==> config.mk <==
export PLATFORM = sky130hd
export DESIGN_NAME = clk_enable_gen
export DESIGN_NICKNAME = d
export VERILOG_FILES = /design/src/rtl/clk_en_pkg.sv /design/src/rtl/clk_enable_gen_frac.sv /design/src/rtl/clk_enable_gen.sv
export SDC_FILE = /design/constraint.sdc
export NUM_CORES = 1
export LEC_CHECK = 0
export ABC_CLOCK_PERIOD_IN_PS = 2840
export CORE_UTILIZATION = 55
export DETAILED_ROUTE_END_ITERATION = 6
export PLACE_DENSITY = 0.77
export SYNTH_ARGS = -nofsm -noshare
export SYNTH_HDL_FRONTEND = slang
export SYNTH_SLANG_ARGS = --single-unit
==> constraint.sdc <==
create_clock -name clk -period 2.84 [get_ports clk]
set_input_delay 0.568 -clock clk [delete_from_list [all_inputs] [get_ports clk]]
set_output_delay 0.568 -clock clk [all_outputs]
set_load 0.02 [all_outputs]
==> src/rtl/clk_en_pkg.sv <==
// Shared state encoding and default rate constants for the clock-enable generator.
package clk_en_pkg;

  typedef enum logic [1:0] {
    RUN    = 2'd0,
    DRAIN  = 2'd1,
    PAUSED = 2'd2,
    STEP   = 2'd3
  } clken_state_t;

  localparam int DEF_ACC_NUM      = 3;
  localparam int DEF_ACC_DEN      = 14;
  localparam int DEF_PPU_PER_CPU  = 12;
  localparam int DEF_PPU_PER_DIV4 = 4;
  localparam int DEF_VGA_DIV      = 8;

endpackage

==> src/rtl/clk_enable_gen_frac.sv <==
// frac_strobe: fractional accumulator producing NUM strobes per DEN clocks.
// While hold is high the accumulator is frozen and the strobe is forced low.
module frac_strobe #(
  parameter int NUM = 3,
  parameter int DEN = 14
) (
  input  logic clk,
  input  logic rst_n,
  input  logic hold,
  output logic fire,
  output logic strobe
);

  // One spare bit so acc + NUM can never wrap before the compare.
  localparam int AW = $clog2(DEN) + 1;

  logic [AW-1:0] acc;
  logic [AW-1:0] sum;
  logic          carry;

  assign sum   = acc + AW'(NUM);
  assign carry = (sum >= AW'(DEN));
  assign fire  = !hold && carry;

  always_ff @(posedge clk or negedge rst_n) begin
    if (!rst_n) begin
      acc    <= '0;
      strobe <= 1'b0;
    end else begin
      strobe <= fire;
      if (!hold) begin
        acc <= carry ? (sum - AW'(DEN)) : sum;
      end
    end
  end

endmodule

==> src/rtl/clk_enable_gen.sv <==
// Clock-enable generator: PPU, PPU/4, CPU and VGA strobes with a pause handshake.
// Define CLKEN_STEP_EN to add the step port and single-CPU-cycle STEP state.
module clk_enable_gen
  import clk_en_pkg::*;
#(
  parameter int ACC_NUM      = DEF_ACC_NUM,
  parameter int ACC_DEN      = DEF_ACC_DEN,
  parameter int PPU_PER_CPU  = DEF_PPU_PER_CPU,
  parameter int PPU_PER_DIV4 = DEF_PPU_PER_DIV4,
  parameter int VGA_DIV      = DEF_VGA_DIV
) (
  input  logic clk,
  input  logic rst_n,
  input  logic pause_req,
  output logic pause_ack,
`ifdef CLKEN_STEP_EN
  input  logic step,
`endif
  output logic ce_ppu,
  output logic ce_ppu4,
  output logic ce_cpu,
  output logic ce_vga
);

  localparam int CW = $clog2(PPU_PER_CPU > 1 ? PPU_PER_CPU : 2);
  localparam int DW = $clog2(PPU_PER_DIV4 > 1 ? PPU_PER_DIV4 : 2);
  localparam int VW = $clog2(VGA_DIV > 1 ? VGA_DIV : 2);

  clken_state_t  state;
  logic [CW-1:0] ppu_cnt;
  logic [DW-1:0] div4_cnt;
  logic [VW-1:0] vga_cnt;
  logic          hold;
  logic          ppu_fire;
  logic          cpu_fire;
  logic          div4_fire;
  logic          vga_wrap;

  assign hold      = (state == PAUSED);
  assign cpu_fire  = ppu_fire && (ppu_cnt == CW'(PPU_PER_CPU - 1));
  assign div4_fire = ppu_fire && (div4_cnt == DW'(PPU_PER_DIV4 - 1));
  assign vga_wrap  = (vga_cnt == VW'(VGA_DIV - 1));

  frac_strobe #(
    .NUM (ACC_NUM),
    .DEN (ACC_DEN)
  ) u_ppu_acc (
    .clk    (clk),
    .rst_n  (rst_n),
    .hold   (hold),
    .fire   (ppu_fire),
    .strobe (ce_ppu)
  );

  // ppu_fire is already gated by hold, so the divided strobes freeze with it.
  always_ff @(posedge clk or negedge rst_n) begin
    if (!rst_n) begin
      ppu_cnt  <= '0;
      div4_cnt <= '0;
      vga_cnt  <= '0;
      ce_cpu   <= 1'b0;
      ce_ppu4  <= 1'b0;
      ce_vga   <= 1'b0;
    end else begin
      if (ppu_fire) begin
        ppu_cnt  <= cpu_fire  ? '0 : ppu_cnt + 1'b1;
        div4_cnt <= div4_fire ? '0 : div4_cnt + 1'b1;
      end
      ce_cpu  <= cpu_fire;
      ce_ppu4 <= div4_fire;
      vga_cnt <= vga_wrap ? '0 : vga_cnt + 1'b1;
      ce_vga  <= vga_wrap;
    end
  end

  always_ff @(posedge clk or negedge rst_n) begin
    if (!rst_n) begin
      state     <= RUN;
      pause_ack <= 1'b0;
    end else begin
      pause_ack <= (state == PAUSED);
      case (state)
        RUN: begin
          if (pause_req) state <= cpu_fire ? PAUSED : DRAIN;
        end
        DRAIN: begin
          if (!pause_req)   state <= RUN;
          else if (cpu_fire) state <= PAUSED;
        end
        PAUSED: begin
          if (!pause_req) state <= RUN;
`ifdef CLKEN_STEP_EN
          else if (step)  state <= STEP;
`endif
        end
        STEP: begin
          if (cpu_fire) state <= PAUSED;
        end
        default: state <= RUN;
      endcase
    end
  end

endmodule

# Word level (Yosys, flattened, before mapping)

Index checks and enable logic that the tools add are counted.

Equality and inequality tests: 8
Muxes and demuxes: 10
Order comparisons: 1
Reduce and logical (&&, ||, !) cells: 6
Add/subtract/negate cells: 5

Operators by type and width:

| kind                  | count |
|---|---|
| $mux W2               | 6 |
| $pmux W2 S4           | 1 |
| $eq A2 B2 Y1 const B  | 3 |
| $add A5 B2 Y5 const B | 1 |
| $ge A5 B4 Y1 const B  | 1 |
| $mux W5               | 1 |
| $sub A5 B4 Y5 const B | 1 |
| $add A4 B1 Y4 const B | 1 |
| $eq A4 B4 Y1 const B  | 1 |
| $mux W4               | 1 |
| $ne A2 B2 Y1 const B  | 2 |
| $add A3 B1 Y3 const B | 1 |
| $eq A3 B3 Y1 const B  | 1 |
| $logic_and A1 B1 Y1   | 3 |
| $mux W3               | 1 |
| $add A2 B1 Y2 const B | 1 |
| $eq A2 B1 Y1 const B  | 1 |
| $logic_not A2 Y1      | 1 |
| $reduce_and A2 Y1     | 1 |
| $logic_not A1 Y1      | 1 |

Input port bits: 3
Register bits: 21
Word-level logic and storage cells: 40

# Depth between registers and ports, before layout

Gate-level depths: netlist of run 1.

Word-level depth: 7
Depth in mapped cells: 8
Gate-level depth less buffers: 8

# Modules after synthesis

A second synthesis of run 1 with hierarchy kept.

Cells, all modules: 90
Area, all modules: 1019.7 um^2

Modules (own cells, without submodules):

| module         | instances | cells each | seq. area each (um^2) | area an instance (um^2) |
|---|---|---|---|---|
| clk_enable_gen | 1         | 44         | 375.4                 | 609.3 |
| frac_strobe    | 1         | 46         | 150.1                 | 410.4 |

# Worst setup path after synthesis of run 1

OpenSTA, ideal clock, no wires.

Path type: flip-flop to flip-flop
Start point: register u_ppu_acc.acc[0]
End point: register div4_cnt[1]
Required time: 2.715 ns
Period minus slack after synthesis: 1.991 ns
Slack: 0.849 ns
Setup time: 0.125 ns
Cell stages (with the launch flop): 9
Arrival time: 1.866 ns
Path buffers: 0
Cells stage by stage: dfrtp_1 -> inv_1 -> ha_1 -> xnor2_1 -> ha_1 -> a21o_1 -> a21o_4 -> nand2_4 -> mux2_4

Longest elaborated chain between the ends: 5

Ends and longest elaborated chain:

| what                    | RTL line                  | source |
|---|---|---|
| start, declared         | clk_enable_gen_frac.sv:17 | `logic [AW-1:0] acc;` |
| start signal, assigned  | clk_enable_gen_frac.sv:32 | `acc <= carry ? (sum - AW'(DEN)) : sum;` |
| $add A5 B2 Y5 (*)       | clk_enable_gen_frac.sv:21 | `assign sum = acc + AW'(NUM);` |
| via u_ppu_acc.sum[0]    | clk_enable_gen_frac.sv:18 | `logic [AW-1:0] sum;` |
| $ge A5 B4 Y1 (*)        | clk_enable_gen_frac.sv:22 | `assign carry = (sum >= AW'(DEN));` |
| $logic_and A1 B1 Y1 (*) | clk_enable_gen_frac.sv:23 | `assign fire = !hold && carry;` |
| $logic_and A1 B1 Y1     | clk_enable_gen.sv:41      | `assign div4_fire = ppu_fire && (div4_cnt == DW'(PPU_PER_DIV4 - 1));` |
| $mux W2                 | clk_enable_gen.sv:67      | `div4_cnt <= div4_fire ? '0 : div4_cnt + 1'b1;` |
| end signal, assigned    | clk_enable_gen.sv:67      |  |
| end, declared           | clk_enable_gen.sv:31      | `logic [DW-1:0] div4_cnt;` |

The timed path passes the listed nets; every way through them passes the cells marked *.
A chain may end at the register's enable or synchronous reset.

# Final worst setup path of run 1

Same ends and word-level chain as after synthesis.

==> impl_results.md, run 1 <==
- Initial DRC count: 6
- Synth Cell Area: 0.00104 mm^2
- Vias in the first global route: 673
- Final ANT Viol Nets: 0
- Synthesized area per cell: 11.7 um^2
- CTS HTree Levels: 1
- All-Layer GR Usage: 19.3%
- PostCTS Resize Cnt: 0
- Crit start category: flop
- Met2 wire len: approximately 820 um
- WHS Endpoint: vga_cnt[0]
- CTS tree: yes
- Max Buffers Root-to-Sink: 2
- Worst R2R Setup Slack: between 0.7 and 0.8 ns
- Mean routed wirelength per cell: 13.3 um
- Most common cell in the netlist: dfrtp_1
- Worst-path clk slew: 0.12 ns
- Worst R2R Start: u_ppu_acc.acc[0]
- Library cells used by synthesis: 33
- Vias: 687
- Worst EP arrival: 2.35 ns
- Max Clk Rate: 468 MHz
- Pre-CTS WS: 0.710 ns
- Initial antenna violation count: 0
- Final min period: 2.14 ns
- Final period utilization: 75.2%
- Layout Skew: 0.00570 ns
- Post-DR vias/cell: 5.50
- Worst hold stages: 1
- Critical Path RT: 3.05 ns
- Slew headroom: 72.7%
- # port buffers: 7
- Clock Latency Late Sink: 0.31 ns
- Synth Register Bits: 21
- Hold path startpoint: vga_cnt[0]
- Met3 routed WL: 34 um
- Syn Nets: 99
- Final setup vio count: 0
- Die area: 0.00206 mm^2
- DRC Markers: 0
- Hold WC Path Type: reg2reg
- # rows: 15
- # clock sinks: 21
- Final Net Count: 111
- Path type of the worst setup path: reg2reg
- Final WL: 1660 um
- Gpl congestion: 0.821
- Wl on met1: slightly below 800 um
- Yosys top cell by area: dfrtp_1
- Global route overflow: 0
- ANT cells: 0
- Synth warn: 0
- Die Span X: 45.4 um
- Top-area cell type share of the netlist area: 50.7%
- Setup slack after layout: between 0.7 and 0.8 ns
- Final hold vios: 0
- Post-CTS Setup Bufs: 0
- Most instantiated cells after synthesis: dfrtp_1, ha_1
- PD cells: 393 mW/mm^2
- CTS root buf: clkbuf_4
- Top_reg_cell synth: dfrtp_1
- Async set-reset flop share out of synthesis: 100%
- Largest net degree at the start of global routing: 22
- Max Used Layer: met4
- Worst slew pin tran: around 0.40 ns
- Setup TNS: 0 ns
- Layout Cells excl Fill: 125
- Drt first pass iters: 4
- RSZ-0062 raised after global routing: no
- Post-synth EDFFs: 0
- Placed cells: between 100 and 150
- R2R depth: 8
- Endpoint type of the worst setup path: flop
- Initial Util: between 50% and 60%
- Ports: 8
- CTS Buf Count: 3
- Layout cell share with drive strength beyond 1: 18.0%
- Hold WS: 0.442 ns
- Crit-path max FO: 7
- Die span in y: 45.4 um
- Top cells by area, synth: dfrtp_1, ha_1, xnor2_2, mux2_4, xnor2_1
- Slew Viols, Final: 0
- Worst vdd ir: 0.270 mV
- Sequential area share after synthesis: roughly half
- Core box area: around 0.0017 mm^2
- Reg2reg end: div4_cnt[1]
- Static Leakage: 0.553 nW
- Synth Instances: 89
- Global-route wire length before repair: 2760 um
- Hold_buf cts: 0
- Status: complete, no violations
- P&R area growth vs syn: 12.3%
- Max-cap violations: 0
- DP Wirelength: 1250 um
[cell type report]
class,instances,area [um^2]
clock buffers,3,22.5
fillers,139,581
multi-input cells,61,478
inverters,6,22.5
flip-flops and latches,21,526
repair buffers,8,77.6
clock inverters,1,7.51
well taps,25,31.3
[state kept, by name, summed over array words and instances (netlist names)]
name              count
ce_cpu                1
ppu_cnt               4
ce_vga                1
u_ppu_acc.acc         5
ce_ppu4               1
vga_cnt               3
pause_ack             1
u_ppu_acc.strobe      1
div4_cnt              2
state                 2
[report_power, final]
group / switching [mW] / internal (mW) / leakage, nW
Sequential: 0.000237 / 0.300 / 0.257
Clock: 0.0945 / 0.0538 / 0.0139
Combinational: 0.00637 / 0.00383 / 0.282
[critical path: stages, from the launching register on]
cell and delay, ns:
dfrtp_1 0.42, inv_1 0.06, ha_1 0.23, xnor2_1 0.17, ha_1 0.27, a21o_1 0.21
a21o_4 0.25, nand2_4 0.11, mux2_4 0.31
[per-stage QoR]
stage               total power [mW]  instance area, um^2  util [%]
floorplan                      0.306                 1040         -
global placement               0.316                 1130      65.0
detailed placement             0.316                 1130      65.0
CTS                            0.464                 1160      66.7
global route                   0.478                 1160      66.7
finish                         0.458                 1160      66.7
[cell families (layout without fill, tap and decap cells)]
family | Yosys count | count (layout) | share of synthesized area, %
adder cells (fa/ha/maj) | 7 | 7 | 8.44
AND/OR/NAND/NOR | 25 | 25 | 12.9
flip-flops | 21 | 21 | 50.7
buffers and inverters | 7 | 18 | 3.26
multiplexers | 2 | 2 | 2.90
XOR/XNOR | 6 | 6 | 6.51
AO/OA/AOI/OAI | 21 | 21 | 15.3
[how the worst max path moves through the flow]
stage,cells after the start,from,end
2_1_floorplan,8,u_ppu_acc.acc[0],div4_cnt[1]
3_3_place_gp,8,u_ppu_acc.acc[0],ppu_cnt[1]
3_5_place_dp,8,u_ppu_acc.acc[0],ppu_cnt[1]
4_1_cts,8,u_ppu_acc.acc[0],div4_cnt[1]
5_1_grt,8,u_ppu_acc.acc[0],div4_cnt[1]
6_report,8,u_ppu_acc.acc[0],div4_cnt[1]
[metal layers]
metal / track usage (%) / vias up
met4: 9.09 / 0
li1: - / 336
met3: 3.57 / 4
met1: 26.4 / 339
met2: 29.7 / 8
met5: 0 / -
[placed cells by master (no fill, tap or decap), types with 3 or more instances in the layout]
cell and count:
clkbuf_4 3, clkdlybuf4s50_1 7, dfrtp_1 21, ha_1 7, inv_1 5, nand2_1 5, nand3_1 3, nor2_1 5
nor3_1 4, o21ai_0 5, xnor2_1 3
Power figures use the tool's default switching activity.
==> run 2, diff against run 1 <==
--- a/config.mk
+++ b/config.mk
@@ -5,7 +5,7 @@
 export SDC_FILE = /design/constraint.sdc
 export NUM_CORES = 1
 export LEC_CHECK = 0
-export ABC_CLOCK_PERIOD_IN_PS = 2840
+export ABC_CLOCK_PERIOD_IN_PS = 2070
 export CORE_UTILIZATION = 55
 export DETAILED_ROUTE_END_ITERATION = 6
 export PLACE_DENSITY = 0.77
==> constraint.sdc (replaced) <==
create_clock -name clk -period 2.07 [get_ports clk]
set_input_delay 0.414 -clock clk [delete_from_list [all_inputs] [get_ports clk]]
set_output_delay 0.414 -clock clk [all_outputs]
set_load 0.02 [all_outputs]
==> impl_results.md, run 2 (synthesis gave the netlist of run 1 again) <==
- All-Layer GR Usage: 21.0% (was 19.3%)
- CP Cell Sequence: inv_1 > ha_2 > inv_1 > ha_1 > a21o_1 > a21o_4 > nand2_4 > mux2_4 (was inv_1 > ha_1 > xnor2_1 > ha_1 > a21o_1 > a21o_4 > nand2_4 > mux2_4)
- Vias: 708 (was 687)
- Core box area: 0.00175 mm^2 (unchanged)
- Crit-path max FO: 7 (unchanged)
- Layout cell share with drive strength beyond 1: 24.8% (was 18.0%)
- Final hold vios: 0 (unchanged)
- DP Wirelength: 1310 um (was 1250 um)
- Die area: 0.00206 mm^2 (unchanged)
- Die span in y: 45.4 um (unchanged)
- Final period utilization: 95.8% (was 75.2%)
- Worst EP arrival: 2.18 ns (was 2.35 ns)
- Cell family with the largest share of critical-path delay: adder cells (unchanged)
- Largest net degree at the start of global routing: 22 (unchanged)
- Biggest registers after layout: u_ppu_acc.acc x5, ppu_cnt x4, vga_cnt x3 (unchanged)
- WP buf/inv: 2 (was 1)
- Fillcell total: 138 (was 139)
- DP Area: 0.00116 mm^2 (was 0.00113 mm^2)
- Ports: 8 (unchanged)
- Vias in the first global route: 700 (was 673)
- Hold path startpoint: vga_cnt[0] (unchanged)
- Initial Util: 59.4% (unchanged)
- Initial antenna violation count: 0 (unchanged)
- Initial DRC count: 7 (was 6)
- Endpoint type of the worst setup path: flop (unchanged)
- Final min period: 1.98 ns (was 2.14 ns)
- ANT cells: 0 (unchanged)
- Post-DR vias/cell: 5.45 (was 5.50)
- Slew headroom: 75.7% (was 72.7%)
- Die Span X: 45.4 um (unchanged)
- Max Clk Rate: 504 MHz (was 468 MHz)
- Most common cell after layout, fill and taps aside: dfrtp_1 (unchanged)
- Worst vdd ir: 0.476 mV (was 0.270 mV)
- RSZ-0062 raised after global routing: no (unchanged)
- Clock Latency Late Sink: 0.30 ns (was 0.31 ns)
- Max-cap violations: 0 (unchanged)
- Final setup vio count: 0 (unchanged)
- PD cells: 511 mW/mm^2 (was 393 mW/mm^2)
- Status: complete, no violations (unchanged)
- Slowest stage cell, crit path: dfrtp_1 (unchanged)
- Hold WC Path Type: reg2reg (unchanged)
- CTS Buf Count: 3 (unchanged)
- Path type of the worst setup path: reg2reg (unchanged)
- Hold_buf cts: 0 (unchanged)
- Mean routed wirelength per cell: 14.2 um (was 13.3 um)
- Worst R2R Start: u_ppu_acc.acc[1] (was u_ppu_acc.acc[0])
- Final Net Count: 116 (was 111)
- Worst-path clk slew: 0.12 ns (about the same)
- Crit start category: flop (unchanged)
- CTS tree: yes (unchanged)
- Commonest non-fill, non-tap cells in the layout: dfrtp_1, clkdlybuf4s50_1, ha_1, buf_4 (was dfrtp_1, ha_1, clkdlybuf4s50_1)
- CP max stage delay: 0.38 ns (was 0.42 ns)
- Global-route wire length before repair: 2980 um (was 2760 um)
- Max Buffers Root-to-Sink: 2 (unchanged)
- Finished Cell Area: 0.00122 mm^2 (was 0.00116 mm^2)
- Slew Viols, Final: 0 (unchanged)
- Worst R2R Setup Slack: 0.09 ns (was 0.70 ns)
- Layout Skew: 0.00245 ns (was 0.00570 ns)
- Final Power: 0.622 mW (was 0.458 mW)
- Biggest register: u_ppu_acc.acc (unchanged)
- Cell mode on critical path: inv_1 (was ha_1)
- Drt first pass iters: 4 (unchanged)
- Setup slack after layout: 0.0868 ns (was 0.704 ns)
- P&R area growth vs syn: 17.3% (was 12.3%)
- CTS root buf: clkbuf_4 (unchanged)
- DRC Markers: 0 (unchanged)
- Pre-CTS WS: -0.0549 ns (was 0.710 ns)
- Reg2reg end: ppu_cnt[1] (was div4_cnt[1])
- CTS HTree Levels: 1 (unchanged)
- Worst hold stages: 1 (unchanged)
- Max FFs per register: 5 (unchanged)
- WHS Endpoint: vga_cnt[0] (unchanged)
- Global route overflow: 0 (unchanged)
- Critical Path RT: 2.27 ns (was 3.05 ns)
- Worst slew pin tran: 0.362 ns (was 0.400 ns)
- Static Leakage: 0.585 nW (was 0.553 nW)
- # port buffers: 7 (unchanged)
- R2R depth: 8 (unchanged)
- Final WL: 1850 um (was 1660 um)
- Final ANT Viol Nets: 0 (unchanged)
- # clock sinks: 21 (unchanged)
- Gpl congestion: 0.764 (was 0.821)
- # rows: 15 (unchanged)
-- run 2: final cells by class --
class / count / area [um^2] / share of cell area [%]
multi-input combinational: 61 / 494 / 40.6
sequential: 21 / 526 / 43.2
clock buffer: 3 / 22.5 / 1.85
timing repair buffer: 13 / 115 / 9.46
tap: 25 / 31.3 / 2.57
clock inverter: 1 / 5.00 / 0.412
inverter: 6 / 22.5 / 1.85
-- run 2: how the worst max path moves through the flow --
stage | startpoint | endpoint | slack [ns] | cells past startpoint
2_1_floorplan | u_ppu_acc.acc[0] | div4_cnt[1] | 0.08 | 8
3_3_place_gp | u_ppu_acc.acc[1] | ppu_cnt[1] | 0.10 | 8
3_5_place_dp | u_ppu_acc.acc[1] | u_ppu_acc.acc[2] | -0.05 | 8
4_1_cts | u_ppu_acc.acc[1] | u_ppu_acc.acc[2] | 0.003 | 8
5_1_grt | u_ppu_acc.acc[1] | ppu_cnt[1] | 0.003 | 8
6_report | u_ppu_acc.acc[1] | ppu_cnt[1] | 0.09 | 8
-- run 2: through the flow --
stage / hold WS (ns) / std cells / util [%] / setup TNS [ns]
floorplan: 0.118 / 89 / - / 0
global placement: 0.419 / 124 / 66.3 / 0
detailed placement: 0.430 / 124 / 66.3 / -0.0549
CTS: 0.445 / 128 / 68.0 / 0
global route: 0.456 / 130 / 69.7 / 0
finish: 0.440 / 130 / 69.7 / 0
-- run 2: power breakdown --
| group | switching (mW) | leakage [nW] | total (mW) | internal [mW] |
|---|---|---|---|---|
| Combinational | 0.00906 | 0.310 | 0.0143 | 0.00526 |
| Clock | 0.124 | 0.0177 | 0.196 | 0.0719 |
| Sequential | 0.000348 | 0.257 | 0.411 | 0.411 |
| Total | 0.133 | 0.585 | 0.622 | 0.488 |
-- run 2: layer usage --
metal / share of wire, % / GRT usage, % / up-vias
met5: 0 / 0 / -
met4: 1.6 / 10.9 / 0
met3: 0.97 / 3.57 / 4
met2: 49 / 33.7 / 6
met1: 48 / 27.1 / 350
li1: - / - / 348
-- run 2: what timing repair did --
| action | in CTS | in global routing |
|---|---|---|
| endpoints found under the hold margin | 0 | 0 |
| setup endpoints to repair | 1 | 7 |
| pin swaps | 0 | 1 |
| gates resized for setup | 1 | 3 |
| buffers inserted | 0 | 2 |
